$ cat src/rtl/mem_port_arbiter.sv
// mem_port_arbiter: shares one single-ported unified I/D memory between fetch (read-only) and the memory stage.
// Latency: grant is combinational in the request cycle; read data returns MEM_LATENCY cycles after the grant.
// Backpressure: requesters hold req until gnt; only one read may be outstanding, so new grants happen when idle or when read data returns.
// Ports: clk/reset (async, active-high); if_* fetch port; dm_* load/store port; mem_* memory macro; if_stall/dm_stall to hazard unit.
// Config: define MEM_ARB_RR_EN to alternate between requesters on simultaneous requests (default: fixed dm priority).
module mem_port_arbiter #(
  parameter int DATA_WIDTH  = 32,
  parameter int ADDR_WIDTH  = 32,
  parameter int MEM_LATENCY = 2
) (
  input  logic                  clk,
  input  logic                  reset,
  input  logic                  if_req,
  input  logic [ADDR_WIDTH-1:0] if_addr,
  output logic                  if_gnt,
  output logic                  if_rvalid,
  output logic [DATA_WIDTH-1:0] if_rdata,
  input  logic                  dm_req,
  input  logic                  dm_we,
  input  logic [ADDR_WIDTH-1:0] dm_addr,
  input  logic [DATA_WIDTH-1:0] dm_wdata,
  input  logic [3:0]            dm_be,
  output logic                  dm_gnt,
  output logic                  dm_rvalid,
  output logic [DATA_WIDTH-1:0] dm_rdata,
  output logic                  mem_req,
  output logic                  mem_we,
  output logic [ADDR_WIDTH-1:0] mem_addr,
  output logic [DATA_WIDTH-1:0] mem_wdata,
  output logic [3:0]            mem_be,
  input  logic [DATA_WIDTH-1:0] mem_rdata,
  output logic                  if_stall,
  output logic                  dm_stall
);

  typedef enum logic {IDLE, WAIT} arbState;

  // Counter is preloaded with LATENCY-1 so that cnt==0 in WAIT marks the data-return cycle.
  localparam logic [3:0] CNT_INIT = 4'(MEM_LATENCY - 1);

  arbState               state;
  logic [3:0]            cnt;
  logic                  ownerDm;
  logic [DATA_WIDTH-1:0] ifRdataQ;
  logic [DATA_WIDTH-1:0] dmRdataQ;
  logic                  rdDone;
  logic                  opportunity;
  logic                  pickDm;
  logic                  anyGnt;
  logic                  grantRead;

  assign rdDone      = (state == WAIT) && (cnt == 4'd0);
  // The data-return cycle doubles as a grant slot, giving one read per MEM_LATENCY cycles.
  assign opportunity = (state == IDLE) || rdDone;

`ifdef MEM_ARB_RR_EN
  logic lastGntDm;
  // On a tie the requester that did not win last time goes first.
  assign pickDm = dm_req && (!if_req || !lastGntDm);
`else
  assign pickDm = dm_req;
`endif

  // Grants are masked during reset so every output reads zero while reset is high.
  assign anyGnt    = opportunity && !reset && (if_req || dm_req);
  assign dm_gnt    = anyGnt && pickDm;
  assign if_gnt    = anyGnt && !pickDm;
  assign grantRead = if_gnt || (dm_gnt && !dm_we);

  assign mem_req   = anyGnt;
  assign mem_we    = dm_gnt && dm_we;
  assign mem_addr  = dm_gnt ? dm_addr : (if_gnt ? if_addr : '0);
  assign mem_wdata = (dm_gnt && dm_we) ? dm_wdata : '0;
  assign mem_be    = dm_gnt ? dm_be : 4'b0000;

  assign if_rvalid = rdDone && !ownerDm;
  assign dm_rvalid = rdDone && ownerDm;
  // Read data passes straight through on the pulse and is held afterwards.
  assign if_rdata  = if_rvalid ? mem_rdata : ifRdataQ;
  assign dm_rdata  = dm_rvalid ? mem_rdata : dmRdataQ;

  assign if_stall  = !reset && if_req && !if_gnt;
  assign dm_stall  = !reset && ((dm_req && !dm_gnt) || ((state == WAIT) && ownerDm && !dm_rvalid));

  always_ff @(posedge clk or posedge reset) begin
    if (reset) begin
      state    <= IDLE;
      cnt      <= 4'd0;
      ownerDm  <= 1'b0;
      ifRdataQ <= '0;
      dmRdataQ <= '0;
    end else begin
      if (if_rvalid) ifRdataQ <= mem_rdata;
      if (dm_rvalid) dmRdataQ <= mem_rdata;
      if (opportunity) begin
        if (grantRead) begin
          state   <= WAIT;
          cnt     <= CNT_INIT;
          ownerDm <= dm_gnt;
        end else begin
          // Stores finish in their grant cycle; no request also lands here.
          state <= IDLE;
        end
      end else begin
        cnt <= cnt - 4'd1;
      end
    end
  end

`ifdef MEM_ARB_RR_EN
  always_ff @(posedge clk or posedge reset) begin
    if (reset) begin
      lastGntDm <= 1'b0;
    end else if (anyGnt) begin
      lastGntDm <= dm_gnt;
    end
  end
`endif

endmodule

$ cat config.mk
export PLATFORM = sky130hd
export DESIGN_NAME = mem_port_arbiter
export DESIGN_NICKNAME = d
export VERILOG_FILES = /design/src/rtl/mem_port_arbiter.sv
export SDC_FILE = /design/constraint.sdc
export NUM_CORES = 1
export LEC_CHECK = 0
export CAP_MARGIN = 20
export CORE_AREA = 2 2 108 110
export CTS_CLUSTER_SIZE = 16
export DETAILED_ROUTE_END_ITERATION = 8
export DIE_AREA = 0 0 110 112
export PLACE_DENSITY_LB_ADDON = 0.12
export SLEW_MARGIN = 30
export SYNTH_ARGS = -nofsm -noshare
export SYNTH_HDL_FRONTEND = slang
export SYNTH_SLANG_ARGS = --single-unit
$ cat constraint.sdc
create_clock -name clk -period 3.8 [get_ports clk]
set_input_delay 0.76 -clock clk [delete_from_list [all_inputs] [get_ports clk]]
set_output_delay 0.76 -clock clk [all_outputs]
set_load 0.02 [all_outputs]
Word-level counts from Yosys, hierarchy flattened
Cells that the tools add are included.
{"block": "op_classes", "addsub": 1, "mul": 0, "div_mod_pow": 0, "magnitude_cmp": 0, "n_eq_ne": 1, "shifts": 0, "muxes": 9, "bitwise": 1, "reduce_logical": 28}
{"op": "$mux 32", "n": 5}
{"op": "$logic_and 1x1->1", "n": 15}
{"op": "$mux 4", "n": 3}
{"op": "$logic_not 1->1", "n": 7}
{"op": "$logic_not 4->1", "n": 1}
{"op": "$logic_or 1x1->1", "n": 4}
{"op": "$sub 4x1->4 const B", "n": 1}
{"op": "$ne 2x1->1 const B", "n": 1}
{"op": "$reduce_and 2->1", "n": 1}
{"op": "$mux 1", "n": 1}
{"op": "$not 1->1", "n": 1}
{"block": "word_totals", "register_bits": 70, "latch_bits": 0, "mem_bits_rw": 0, "rom_bits": 0, "in_bits": 137, "output_inout_bits": 140, "word_cells": 45, "n_memories": 0}

Logic depth before layout (Yosys ltp)
Gate-level depths: netlist (run 1).
{"block": "depth", "depth_word": 10, "depth_mapped": 8, "ltp_nobuf": 5}

Worst setup path before layout (run 1)
Ideal clock, no wire load.
{"block": "synth_timing", "kind": "input to output", "start": "in reset", "end": "out if_stall", "t_arrival_ps": 2658, "required_time_ps": 3040, "setup_slack_ps": 382, "cell_stages": 2, "n_path_buf": 0, "cell_sequence": "inv_1 > o211a_1"}
{"block": "synth_between", "elab_chain_cells": 6, "elab_cells_between_ends": 7, "classes_between": "reduce/logical: 7"}
{"item": "start, declared", "line_no": "12", "rtl": "input logic reset,"}
{"item": "$logic_not 1->1 (no line) (*)"}
{"item": "$logic_and 1x1->1 (2 in series)", "line_no": "65", "rtl": "assign anyGnt = opportunity && !reset && (if_req || dm_req);"}
{"item": "$logic_and 1x1->1", "line_no": "67", "rtl": "assign if_gnt = anyGnt && !pickDm;"}
{"item": "$logic_not 1->1", "line_no": "82", "rtl": "assign if_stall = !reset && if_req && !if_gnt;"}
{"item": "$logic_and 1x1->1 (*)", "line_no": "82"}
{"item": "end, declared", "line_no": "32", "rtl": "output logic if_stall,"}
Mark *: on every way between the ends. The rest lies on a longest branch, timed or not.

Worst setup path in the final report (run 1)
{"block": "layout_timing", "start": "reg cnt[0]", "end": "out if_rdata[13]"}
{"block": "layout_between", "elab_chain_cells": 4}
{"item": "start, declared", "line_no": "42", "rtl": "logic [3:0] cnt;"}
{"item": "start signal, assigned", "line_no": "105", "rtl": "cnt <= cnt - 4'd1;"}
{"item": "$logic_not 4->1", "line_no": "52", "rtl": "assign rdDone = (state == WAIT) && (cnt == 4'd0);"}
{"item": "$logic_and 1x1->1", "line_no": "52"}
{"item": "$logic_and 1x1->1", "line_no": "76", "rtl": "assign if_rvalid = rdDone && !ownerDm;"}
{"item": "$mux 32", "line_no": "79", "rtl": "assign if_rdata = if_rvalid ? mem_rdata : ifRdataQ;"}
{"item": "end, declared", "line_no": "17", "rtl": "output logic [DATA_WIDTH-1:0] if_rdata,"}
Every way passes these cells.

==> out/results.ini, run 1 <==
[outcome]
outcome=finished, final reports clean

[critical_path]
crit_arrival_ns=2.89
max_stage_delay_ns=0.56
regToRegSetupSlack_ns=1.67
reg2reg_from=cnt[0]
path_class=reg -> out
timing.rr.end=ifRdataQ[9]
ff2ff_path_depth=6
crit_slowest_cell=clkdlybuf4s50_1
cp-end-kind=primary output
path_cells=inv_1, ha_1, or3b_4, nor3b_4, buf_6, mux2_2, clkdlybuf4s50_1
start_kind=register
critPathRequiredTime_ns=3.04
cp_max_fo=18

[sta]
finalCritPeriodShare_pct=96.1
maxSlewHeadroom_pct=59.2
hold_viol_final=0
setup_viol=0
fin_tns_setup_ns=0
skew_ns=0.00435
max_freq_mhz=274
worstMarginPinSlew_ns=0.612
drv_slew=0
min_period_ns=3.65
rsz0062_at_grt=no

[clocking]
h-tree-depth=3
clkTransAtPathRegs_ns=0.05
clock_path_buffers=2
clock-sinks=70
post_cts_resized=1
postCtsSetupBuffers=0
cts_root_buffer=clkbuf_16
tritoncts=done
cts_hold_buf=0
worstSkewPairLatency_ns=0.32
numCtsBuffers=9

[drt]
drc_errors=0
wire_per_inst_um=16.8
firstDrtPassIters=4
initialDrtViolationCount=133
finalWirelength_um=12000
routed_via_density=4.53
drt.antenna.violating_nets=0
num_vias=3241

[run]
drv_cap=0

[synthesis]
syn_inst=290
post-synth-top-area-fraction_pct=49.9
synth_cell_types=34
avgSynthCellArea_um2=12.1
syn_nets=429
synth_warnings=0
ys_seq_area_share_pct=49.9
netlist_area_um2=3510
synth_area_leaders=dfrtp_1 50%, mux2_2 20%, mux2i_1 9.4%, and2_1 6.8%, nor2_1 3.7%
yosys.area.top_type=dfrtp_1
ys_seq_elements=70

[global_routing]
grt_max_degree=71
antenna_found_initial=0
grt_overflow=0
grt_pass1_vias=3458
grtUsageTotal_pct=19.5
grt_first_pass_wirelength_um=18100

[power_and_ir_drop]
p_per_area_nw_per_um2=706
vdd_ir_drop_max_mv=0.483
p_leak_nw=2.82

[final_layout]
most-common-layout-cells=273 x clkdlybuf4s50_1, 70 x dfrtp_1, 62 x mux2_2, 38 x and2_1, 35 x nor2_1
drive_above_1_share_pct=15.7
area_delta_synth_final_pct=90.7
diodes=0
final_common_cell=clkdlybuf4s50_1
fin_util_pct=59.9
nFillCells=959
fin_area_um2=6690
fin_nets=707

[min_path]
hold_path_end=ifRdataQ[2]
hp-start=ifRdataQ[2]
hold_path_class=reg -> reg
worstHoldPathCells=1

[die]
die-area_um2=12300
die_h_um=112
ioPinCount=277
fp.dieW_um=110
rows=39
coreArea_um2=11200
start_util_pct=31.4

[place]
dp_hpwl_um=9770
dpl_cell_area_um2=6420
io_buffer_count=276
gp_congestion=0.863

==> per-layer routing <==
metal	wire length (um)	vias to the layer above	share of wire, %	global-route usage [%]
met5	0	-	0	0
met4	240	0	2.0	6.58
met3	1120	16	9.3	7.85
met2	6470	145	54	35.5
met1	4200	1533	35	19.6
li1	-	1547	-	-
==> Yosys cell counts <==
cell type and number:
mux2_1 2, nand4_1 1, o211a_1 1, dfrtp_1 70
nand2_1 2, mux2_2 62, a2bb2oi_1 1, inv_1 6
mux2i_1 33, and3_1 1, a21oi_1 1, nor2_1 35
nor3_1 1, o311a_1 1, buf_1 1, o2bb2ai_1 1
nand2b_1 1, or3b_1 1, a211o_1 1, ha_1 2
and4b_1 1, buf_6 4, a221o_1 1, a211oi_1 1
buf_2 3, and2_1 38, a21o_1 1, nor3b_4 1
nor4_1 1, clkbuf_1 11, nor2b_1 1, o22a_1 1
a211oi_2 1, o21bai_1 1
==> where the power goes <==
group	total [W]	internal [W]	leakage [nW]	switching [W]
Combinational	0.00276	0.00142	1.87	0.00134
Clock	0.000726	0.000435	0.121	0.000291
Sequential	0.00125	0.00112	0.829	0.000125
==> cell type report <==
class                           instances  area (um^2)  share of cell area (%)
Clock buffer                           11          233                    3.48
Clock inverter                          4         25.0                   0.374
Inverter                                6         22.5                   0.336
Multi-Input combinational cell        195         1630                    24.4
Sequential cell                        70         1750                    26.2
Tap cell                              143          179                    2.67
Timing Repair Buffer                  286         2850                    42.6
==> worst max-delay path by stage <==
stage          startpoint             to
2_1_floorplan       reset       if_stall
3_3_place_gp        reset  mem_wdata[14]
3_5_place_dp        reset  mem_wdata[14]
4_1_cts            cnt[0]   if_rdata[13]
5_1_grt            cnt[0]   if_rdata[13]
6_report           cnt[0]   if_rdata[13]
==> per-stage QoR <==
step                hold WS [ns]  setup slack (ns)  std cells  total power, W
global placement           0.473             0.313        700         0.00399
CTS                        0.492            0.0812        715         0.00480
global route               0.504           0.00501        715         0.00499
finish                     0.486             0.150        715         0.00473
floorplan                  0.500             0.382        290         0.00272
detailed placement         0.478             0.272        700         0.00404
==> worst max-delay path, delay by kind of cell, from the launching register on <==
kind                       cells  cell delay, ns
muxes                          1            0.38
buffers and inverters          3            0.92
DFF                            1            0.40
adders and majority gates      1            0.18
and+or+nand+nor                2            0.70
==> sequential cells by signal (all words and copies together) (netlist names) <==
register / flops
cnt: 4
ownerDm: 1
state: 1
ifRdataQ: 32
dmRdataQ: 32
==> cell families (layout without fill, tap and decap cells) <==
group | after synthesis | after routing | share of synthesized area (%)
and+or+nand+nor | 84 | 84 | 12.8
adders and majority gates | 2 | 2 | 0.713
DFF | 70 | 70 | 49.9
muxes | 97 | 97 | 29.9
AOI/OAI and AO/OA | 12 | 12 | 2.99
buffers and inverters | 25 | 307 | 3.63
Power figures use the tool's default switching activity.
==> run 2: changes to the inputs <==
--- a/config.mk
+++ b/config.mk
@@ -7,7 +7,7 @@
 export LEC_CHECK = 0
 export CAP_MARGIN = 20
 export CORE_AREA = 2 2 108 110
-export CTS_CLUSTER_SIZE = 16
+export CTS_CLUSTER_SIZE = 10
 export DETAILED_ROUTE_END_ITERATION = 8
 export DIE_AREA = 0 0 110 112
 export PLACE_DENSITY_LB_ADDON = 0.12
==> results of run 2 <==
No change in the layout: final DEF, timing and power equal those of run 1.
